### src/rtl/video_dither_pkg.sv
// Shared types, constants and the dither compare for the 1bpp ordered-dither stage.
// No ports; imported by video_dither_1bpp and bayer4_lut.
// Contents: CHAN_W, pos2_t, chan_t, BAYER4 threshold table, dither_bit().
package video_dither_pkg;

  localparam int CHAN_W = 4;

  typedef logic [1:0]        pos2_t;
  typedef logic [CHAN_W-1:0] chan_t;

  // Rows are indexed by y, columns by x.
  localparam logic [3:0] BAYER4 [4][4] = '{
    '{4'd0,  4'd8,  4'd2,  4'd10},
    '{4'd12, 4'd4,  4'd14, 4'd6 },
    '{4'd3,  4'd11, 4'd1,  4'd9 },
    '{4'd15, 4'd7,  4'd13, 4'd5 }
  };

  // Full scale is forced on: the largest threshold is 15, so c > T alone
  // would leave one dark pixel per tile at maximum intensity.
  function automatic logic dither_bit(input chan_t c, input chan_t t);
    return (c == 4'hF) || (c > t);
  endfunction

endpackage

### src/rtl/bayer4_lut.sv
// Purpose : 4x4 Bayer threshold lookup, T = BAYER4[yi][xi].
// Latency : combinational.
// Ports   : xi_i, yi_i (2-bit tile position) -> t_o (4-bit threshold).
module bayer4_lut
  import video_dither_pkg::*;
(
  input  logic [1:0] xi_i,
  input  logic [1:0] yi_i,
  output logic [3:0] t_o
);

  assign t_o = BAYER4[yi_i][xi_i];

endmodule

### src/rtl/video_dither_1bpp.sv
// Purpose : ordered (4x4 Bayer) dither of 4-bit RGB down to 1 bit per channel,
//           tile position recovered from vga_active / vga_vsync.
// Latency : 2 clk25 cycles for pixels, syncs and DE; no backpressure, one pixel per clock.
// Ports   : clk25, rst (sync, active-high); vga_r/g/b[3:0], vga_hsync, vga_vsync, vga_active in;
//           hdmi_red/grn/blu, hdmi_hsync, hdmi_vsync, hdmi_de out.
// Config  : define VIDEO_DITHER_TEMPORAL_EN to rotate the pattern over a 4-frame cycle.
module video_dither_1bpp
  import video_dither_pkg::*;
#(
  parameter bit SYNC_ACTIVE_HIGH = 1'b0,
  parameter bit DECORRELATE      = 1'b1
) (
  input  logic              clk25,
  input  logic              rst,
  input  logic [CHAN_W-1:0] vga_r,
  input  logic [CHAN_W-1:0] vga_g,
  input  logic [CHAN_W-1:0] vga_b,
  input  logic              vga_hsync,
  input  logic              vga_vsync,
  input  logic              vga_active,
  output logic              hdmi_red,
  output logic              hdmi_grn,
  output logic              hdmi_blu,
  output logic              hdmi_hsync,
  output logic              hdmi_vsync,
  output logic              hdmi_de
);

  // Syncs are carried internally as "1 = asserted" so that clearing the
  // pipeline to 0 always means the inactive level at the pins.
  localparam logic SYNC_INV = ~SYNC_ACTIVE_HIGH;

  logic hs_act, vs_act;
  assign hs_act = vga_hsync ^ SYNC_INV;
  assign vs_act = vga_vsync ^ SYNC_INV;

  // ---------------- stage 1: input register + position counters ----------------
  chan_t r1_q, g1_q, b1_q;
  logic  hs1_q, vs1_q, de1_q;
  pos2_t x_q, x_d, y_q, y_d;
  pos2_t xi_d, yi_d, xi1_q, yi1_q;
  logic  vs_lead, de_fall;

  // Edges are taken against the previous sample held in stage 1.
  assign vs_lead = vs_act & ~vs1_q;
  assign de_fall = de1_q & ~vga_active;

  always_comb begin
    x_d = vga_active ? x_q + 2'd1 : 2'd0;
    y_d = y_q;
    if (vs_lead) begin
      y_d = 2'd0;                 // vsync clear wins over a same-cycle line advance
    end else if (de_fall) begin
      y_d = y_q + 2'd1;
    end
  end

`ifdef VIDEO_DITHER_TEMPORAL_EN
  pos2_t frame_q, frame_d;

  assign frame_d = vs_lead ? frame_q + 2'd1 : frame_q;
  // Column offset uses the frame bits swapped so the four frames visit
  // four different tile phases rather than sliding along a diagonal.
  assign xi_d    = x_q ^ {frame_q[0], frame_q[1]};
  assign yi_d    = y_q ^ frame_q;

  always_ff @(posedge clk25) begin
    if (rst) begin
      frame_q <= 2'd0;
    end else begin
      frame_q <= frame_d;
    end
  end
`else
  assign xi_d = x_q;
  assign yi_d = y_q;
`endif

  always_ff @(posedge clk25) begin
    if (rst) begin
      r1_q  <= '0;
      g1_q  <= '0;
      b1_q  <= '0;
      hs1_q <= 1'b0;
      vs1_q <= 1'b0;
      de1_q <= 1'b0;
      x_q   <= 2'd0;
      y_q   <= 2'd0;
      xi1_q <= 2'd0;
      yi1_q <= 2'd0;
    end else begin
      r1_q  <= vga_r;
      g1_q  <= vga_g;
      b1_q  <= vga_b;
      hs1_q <= hs_act;
      vs1_q <= vs_act;
      de1_q <= vga_active;
      x_q   <= x_d;
      y_q   <= y_d;
      xi1_q <= xi_d;           // position of the pixel being captured, not the next one
      yi1_q <= yi_d;
    end
  end

  // ---------------- stage 2: threshold compare + output register ----------------
  pos2_t g_xi, g_yi, b_xi, b_yi;
  logic [3:0] t_r, t_g, t_b;

  // Green reads the transposed table, blue a half-tile-shifted copy, so the
  // three channels do not light the same sub-pixels at equal intensity.
  assign g_xi = DECORRELATE ? yi1_q : xi1_q;
  assign g_yi = DECORRELATE ? xi1_q : yi1_q;
  assign b_xi = DECORRELATE ? (xi1_q ^ 2'd2) : xi1_q;
  assign b_yi = DECORRELATE ? (yi1_q ^ 2'd2) : yi1_q;

  bayer4_lut u_lut_r (.xi_i(xi1_q), .yi_i(yi1_q), .t_o(t_r));
  bayer4_lut u_lut_g (.xi_i(g_xi),  .yi_i(g_yi),  .t_o(t_g));
  bayer4_lut u_lut_b (.xi_i(b_xi),  .yi_i(b_yi),  .t_o(t_b));

  logic red_d, grn_d, blu_d;
  logic red_q, grn_q, blu_q, hs2_q, vs2_q, de2_q;

  assign red_d = de1_q & dither_bit(r1_q, t_r);
  assign grn_d = de1_q & dither_bit(g1_q, t_g);
  assign blu_d = de1_q & dither_bit(b1_q, t_b);

  always_ff @(posedge clk25) begin
    if (rst) begin
      red_q <= 1'b0;
      grn_q <= 1'b0;
      blu_q <= 1'b0;
      hs2_q <= 1'b0;
      vs2_q <= 1'b0;
      de2_q <= 1'b0;
    end else begin
      red_q <= red_d;
      grn_q <= grn_d;
      blu_q <= blu_d;
      hs2_q <= hs1_q;
      vs2_q <= vs1_q;
      de2_q <= de1_q;
    end
  end

  assign hdmi_red   = red_q;
  assign hdmi_grn   = grn_q;
  assign hdmi_blu   = blu_q;
  assign hdmi_de    = de2_q;
  assign hdmi_hsync = hs2_q ^ SYNC_INV;
  assign hdmi_vsync = vs2_q ^ SYNC_INV;

endmodule

### config.mk
export PLATFORM = sky130hd
export DESIGN_NAME = video_dither_1bpp
export DESIGN_NICKNAME = d
export VERILOG_FILES = /design/src/rtl/video_dither_pkg.sv /design/src/rtl/bayer4_lut.sv /design/src/rtl/video_dither_1bpp.sv
export SDC_FILE = /design/constraint.sdc
export NUM_CORES = 1
export LEC_CHECK = 0
export CAP_MARGIN = 5
export CORE_MARGIN = 3
export CORE_UTILIZATION = 35
export DETAILED_ROUTE_END_ITERATION = 7
export DONT_BUFFER_PORTS = 1
export PLACE_DENSITY = 0.49
export SKIP_LAST_GASP = 1
export SLEW_MARGIN = 15
export SYNTH_ARGS = -nofsm -noshare
export SYNTH_HDL_FRONTEND = slang
export SYNTH_HIERARCHICAL = 1
export SYNTH_SLANG_ARGS = --single-unit
### constraint.sdc
create_clock -name clk25 -period 1.2 [get_ports clk25]
set_input_delay 0.24 -clock clk25 [delete_from_list [all_inputs] [get_ports clk25]]
set_output_delay 0.24 -clock clk25 [all_outputs]
set_load 0.01 [all_outputs]
# == Word-level counts from Yosys, hierarchy flattened ==
# Index checks and enable logic that the tools add are counted.
# classes
n_eq_ne,3
bitwise_logic,17
reduce_logical,5
order_cmp,7
n_mux,18
div_mod_pow,0
add_sub_neg,2
shift,0
n_mul,0
# ops
operator,count
$bmux W16 S2,3
$mux W16,6
$bmux W4 S2,3
$mux W4,6
$eq A4 B4 Y1 const B,3
$ge A3 B3 Y1 const B,4
$gt A4 B4 Y1,3
$not A2 Y3,4
$not A1 Y1,8
$and A1 B1 Y1,5
$add A2 B1 Y2 const B,2
$reduce_or A2 Y1,2
$logic_or A1 B1 Y1,3
# totals
latch_bits,0
rom_bits,0
n_memories,0
ram_bits,0
in_bits,17
out_inout_bits,6
register_bits,29

# == Depth between registers and ports, before layout ==
# depth
ltp_word,11
mapped_depth,7

# == Cells and area by module ==
# The synthesis kept the hierarchy.
# by_module_without_submodules
mod,area_each_um2,n_inst,cells_each,seq_area_each_um2
video_dither_1bpp,1148.6,1,113,580.6
bayer4_lut,32.5,3,4,0.0

# == Worst setup path after synthesis ==
# No wires, ideal clock.
# synth_timing
path_kind,register -> register
from,register xi1_q[1] (netlist: g_yi[1])
to,register blu_q (netlist: hdmi_blu)
t_arrival_ps,1215
period_less_slack_ps,1338
n_path_buf,0
required_time_ps,1078
setup_ps,122
path_stages_with_launch,8
setup_slack_ps,-138
path_cell_list,dfxtp_1 inv_1 xor2_1 inv_1 ha_1 nor2b_1 o211ai_1 a21oi_1
# synth_between
elab_chain_cells,8
# synth_rtl
item,line_no,source
from (decl),video_dither_1bpp.sv:41,"pos2_t xi_d, yi_d, xi1_q, yi1_q;"
from (signal assigned),video_dither_1bpp.sv:100,xi1_q <= xi_d;
$not A1 Y1 (no source line),n/a,
named net b_xi[1],video_dither_1bpp.sv:106,"pos2_t g_xi, g_yi, b_xi, b_yi;"
$not A2 Y3 (not written as such),bayer4_lut.sv:12,assign t_o = BAYER4[yi_i][xi_i];
$bmux W4 S2,bayer4_lut.sv:12,
$mux W4 (not written as such) (2 in a row),bayer4_lut.sv:12,
named net t_b[1],video_dither_1bpp.sv:107,"logic [3:0] t_r, t_g, t_b;"
$gt A4 B4 Y1,video_dither_pkg.sv:22,return (c == 4'hF) || (c > t);
$logic_or A1 B1 Y1,video_dither_pkg.sv:22,
$and A1 B1 Y1,video_dither_1bpp.sv:125,"assign blu_d = de1_q & dither_bit(b1_q, t_b);"
to (signal assigned),video_dither_1bpp.sv:138,blu_q <= blu_d;
to (decl),video_dither_1bpp.sv:121,"logic red_q, grn_q, blu_q, hs2_q, vs2_q, de2_q;"
# The timed path passes the listed nets, and every way through them passes these cells. The select of a mux whose other input is x is not followed.
# A chain may end at the register's enable or synchronous reset.

# == Worst setup path in the final report ==
# layout_timing
from,register yi1_q[1] (netlist: g_xi[1])
to,register blu_q (netlist: hdmi_blu)
# layout_between
elab_chain_cells,11
# layout_rtl
item,line_no,source
from (decl),video_dither_1bpp.sv:41,
from (signal assigned),video_dither_1bpp.sv:101,yi1_q <= yi_d;
$not A1 Y1 (no source line),n/a,
named net b_yi[1],video_dither_1bpp.sv:106,
$not A2 Y3 (not written as such),bayer4_lut.sv:12,
$bmux W16 S2,bayer4_lut.sv:12,
$mux W16 (not written as such) (2 in a row),bayer4_lut.sv:12,
$bmux W4 S2,bayer4_lut.sv:12,
$mux W4 (not written as such) (2 in a row),bayer4_lut.sv:12,
named net t_b[1],video_dither_1bpp.sv:107,
$gt A4 B4 Y1,video_dither_pkg.sv:22,
$logic_or A1 B1 Y1,video_dither_pkg.sv:22,
$and A1 B1 Y1,video_dither_1bpp.sv:125,
# The timed path passes the listed nets, and every way through them passes these cells. The select of a mux whose other input is x is not followed.

==> results by group <==
Status
  – Status: finished with violations
  – Failing checks: setup timing

Final layout
  – Fin util: 42.9%
  – Seq. cell area: 596 µm²
  – # fillers: approximately 340
  – Layout cells sized above 1: 18.8%
  – Most common cell after layout, fill and taps aside: dfxtp_1
  – Layout area overhead: 16.7%
  – Multi-input gate area: a little over 600 µm²
  – Layout Nets: 161
  – Finished Cell Area: 0.00145 mm²
  – Commonest non-fill, non-tap cells in the layout: 25 x dfxtp_1, 20 x nor2b_1, 15 x inv_1, 9 x ha_1, 7 x xor2_1
  – Antenna Cells: 0

Floorplan
  – DIE HEIGHT: 65.7 µm
  – FP Rows: 21
  – Full die area: about 0.0043 mm²
  – Core Box Area: 0.00339 mm²
  – Die W: 65.7 µm
  – Top Ports: 23
  – Initial Utilization: 36.8%

Detailed routing
  – Drt pass-1 iters: 3
  – Starting DRC count in detailed routing: 9
  – Post-route antenna net violation count: 0
  – Via/cell ratio: roughly 4.4
  – Routed wire length: 2110 µm
  – Routed vias: 789
  – Wirelength per Cell: 11.8 µm
  – Drt drc: 0

GRT
  – First-pass GRT wire length: 3620 µm
  – Vias in the first global route: just under 800
  – Initial antenna violation count: 0
  – Overall Global Routing Usage: 11.7%
  – Overflow after GRT: 0
  – Largest net degree at the start of global routing: 19

Clock network
  – CTS Root Cell: clkbuf_4
  – CTS tree: built
  – Clock insertion delay at the later pin of the skew report: approximately 0.32 ns
  – CTS Buffer Depth: 2
  – CTS clk-pin slew, worst paths: 0.10 ns
  – H-tree levels: 2
  – CTS sink count: 29
  – TritonCTS Buffers: 5

Critical path
  – R2r worst-path depth: 7
  – Crit path max-delay family: flip-flops
  – Setup crit start: g_xi[1]$_SDFF_PP0_
  – RR Endpoint: hdmi_blu$_SDFF_PP0_
  – Slowest-stage cell, CP: dfxtp_4
  – Biggest cell delay along the critical path: 0.38 ns
  – RR Startpoint: g_xi[1]$_SDFF_PP0_
  – Kind of critical path: reg -> reg
  – CP required: 1.41 ns
  – CP endpoint kind: flop
  – Critical path arrival: 1.57 ns
  – Critical path, cell by cell: inv_2 > xor2_1 > inv_1 > ha_4 > nor2b_2 > o211ai_1 > a21oi_1
  – Crit-path max FO: 4
  – CP Launch Type: flop
  – Buffers plus inverters on the worst setup path: 2
  – R2R Setup Slk: -0.16 ns

Synth
  – Synthesized area per cell: approximately 10 µm²
  – Ranking of synthesized cells by area: dfxtp_1 47%, ha_1 12%, nor2b_1 11%
  – Yosys warning count: 6
  – Mapped Nets: about 150
  – Mapped Area: around 0.0012 mm²
  – Proportion of synthesized area in mux cells: 0%
  – Post-Syn Instances: between 100 and 150
  – Dominant cell type by area after synthesis: dfxtp_1
  – Netlist cell types: 20
  – Seq/Total Area, Yosys: 46.6%
  – Yosys reg bits: 29
  – Post-synthesis adder-cell area fraction: 12.0%
  – Largest family of logic cells by synthesized area: simple AND/OR/NAND/NOR gates
  – Synth Area in Compound Gates: 6.63%
  – Yosys top cell area share: 46.6%
  – Post-Synth XOR/XNOR Area: 6.33%
  – Simple-Gate Fraction of Synth Area: 18.9%

Run
  – Max cap viols: 0

Placement
  – HPWL Detailed: about 1500 µm
  – GPL Wtd Cong: ~0.74
  – Port bufs: 0
  – DP Area: 0.00126 mm²
  – Place WS: -0.189 ns

Pwr
  – Psw: 444 µW
  – PwrDens: 1210 mW/mm²
  – Clock share of power: 31.9%
  – Combinational share of power: about a tenth
  – Net switching fraction of the power: 25.3%
  – Worst vdd ir: 0.691 mV
  – Leak: 0.601 nW
  – Final Power: between 1.5 and 2 mW
  – Cell-internal power: 1.31 mW
  – Reg power frac: 58.5%

Hold path
  – Worst hold stages: 1
  – Hold_sp: vga_g[3]
  – Worst Hold Class: in -> reg
  – Hold Path End: g1_q[3]$_SDFF_PP0_

STA
  – Max_slew headroom: 49.8%
  – Worst slew pin tran: 0.753 ns
  – Tcrit/Tclk final: 114%
  – Setup TNS Final: -0.408 ns
  – Pins Over Slew Limit: 0
  – Fin crit period: 1.36 ns
  – Final worst setup slack: -0.165 ns
  – Max Fclk: roughly 730 MHz
  – Endpoints failing setup: 3
  – Final hold violations: 0
  – Clock Skews: 0.00405 ns
  – RSZ-0062 raised after global routing: true
## routing by layer
metal | vias up | global-route usage [%] | share of wire, %
met5 | - | 0 | 0
met3 | 4 | 5.98 | 6.0
met1 | 360 | 12.4 | 43
met4 | 0 | 6.99 | 1.9
li1 | 411 | - | -
met2 | 14 | 18.4 | 49
## final cells by class
cell class | count | share of cell area, %
Clock buffer | 5 | 2.58
Multi-Input combinational cell | 71 | 41.6
Timing Repair Buffer | 8 | 5.34
Inverter | 17 | 4.39
Clock inverter | 3 | 1.20
Tap cell | 46 | 3.96
Sequential cell | 29 | 41.0
## per-stage QoR
| step | hold WS, ns | cells |
|---|---|---|
| 2_1_floorplan | 0.307 | 125 |
| 3_3_place_gp | 0.308 | 164 |
| 3_5_place_dp | 0.310 | 164 |
| 4_1_cts | 0.0227 | 179 |
| 5_1_grt | 0.00839 | 179 |
| 6_report | 0.0444 | 179 |
## cell usage after synthesis (all sizes together)
cell type,instances
a211oi,3
a21oi,3
and4,3
buf,8
dfxtp,29
ha,12
inv,17
nand2b,1
nand3b,1
nand4,3
nor2,6
nor2b,23
o211ai,3
o21ai,3
o21bai,1
xnor2,2
xor2,7
## logic make-up (layout without fill, tap and decap cells)
| kind of cell | count (synthesis) | in the layout |
|---|---|---|
| simple gates | 37 | 37 |
| flops | 29 | 29 |
| buf+inv | 25 | 33 |
| compound gates | 13 | 13 |
| fa+ha+maj | 12 | 12 |
| xor+xnor | 9 | 9 |
## worst register-to-register path: stages, from the launching register on
cell and delay (ns):
dfxtp_4 0.38, inv_2 0.04, xor2_1 0.14, inv_1 0.08, ha_4 0.21, nor2b_2 0.15, o211ai_1 0.17, a21oi_1 0.09
## worst max-delay path by stage
stage | to | slack, ns | cells past startpoint
finish | hdmi_blu$_SDFF_PP0_ | -0.16 | 7
global route | hdmi_grn$_SDFF_PP0_ | -0.28 | 6
CTS | hdmi_blu$_SDFF_PP0_ | -0.18 | 7
detailed placement | hdmi_red$_SDFF_PP0_ | -0.19 | 6
global placement | hdmi_red$_SDFF_PP0_ | -0.15 | 6
floorplan | hdmi_blu$_SDFF_PP0_ | -0.09 | 7
## registers in the layout (all words and copies together) (netlist names), 2 cells and up
name,cells
g_xi,2
b1_q,4
x_q,2
r1_q,4
g_yi,2
g1_q,4
y_q,2
## what timing repair did
action	CTS	global route
resized for setup	6	9
setup endpoints to repair	3	19
setup buffers	1	0
pin swaps	2	8
hold buffers	6	0
hold endpoints to repair	21	0
## power groups by stage
stage                     clock network [mW]  registers, mW  logic (mW)
after floorplan                            0           1.05       0.118
after global placement                     0           1.05       0.120
after detailed placement                   0           1.06       0.126
after CTS                              0.596           1.03       0.156
after global routing                   0.648           1.03       0.194
final                                  0.559           1.03       0.168
Note: power is estimated with default switching activity, not from simulation.
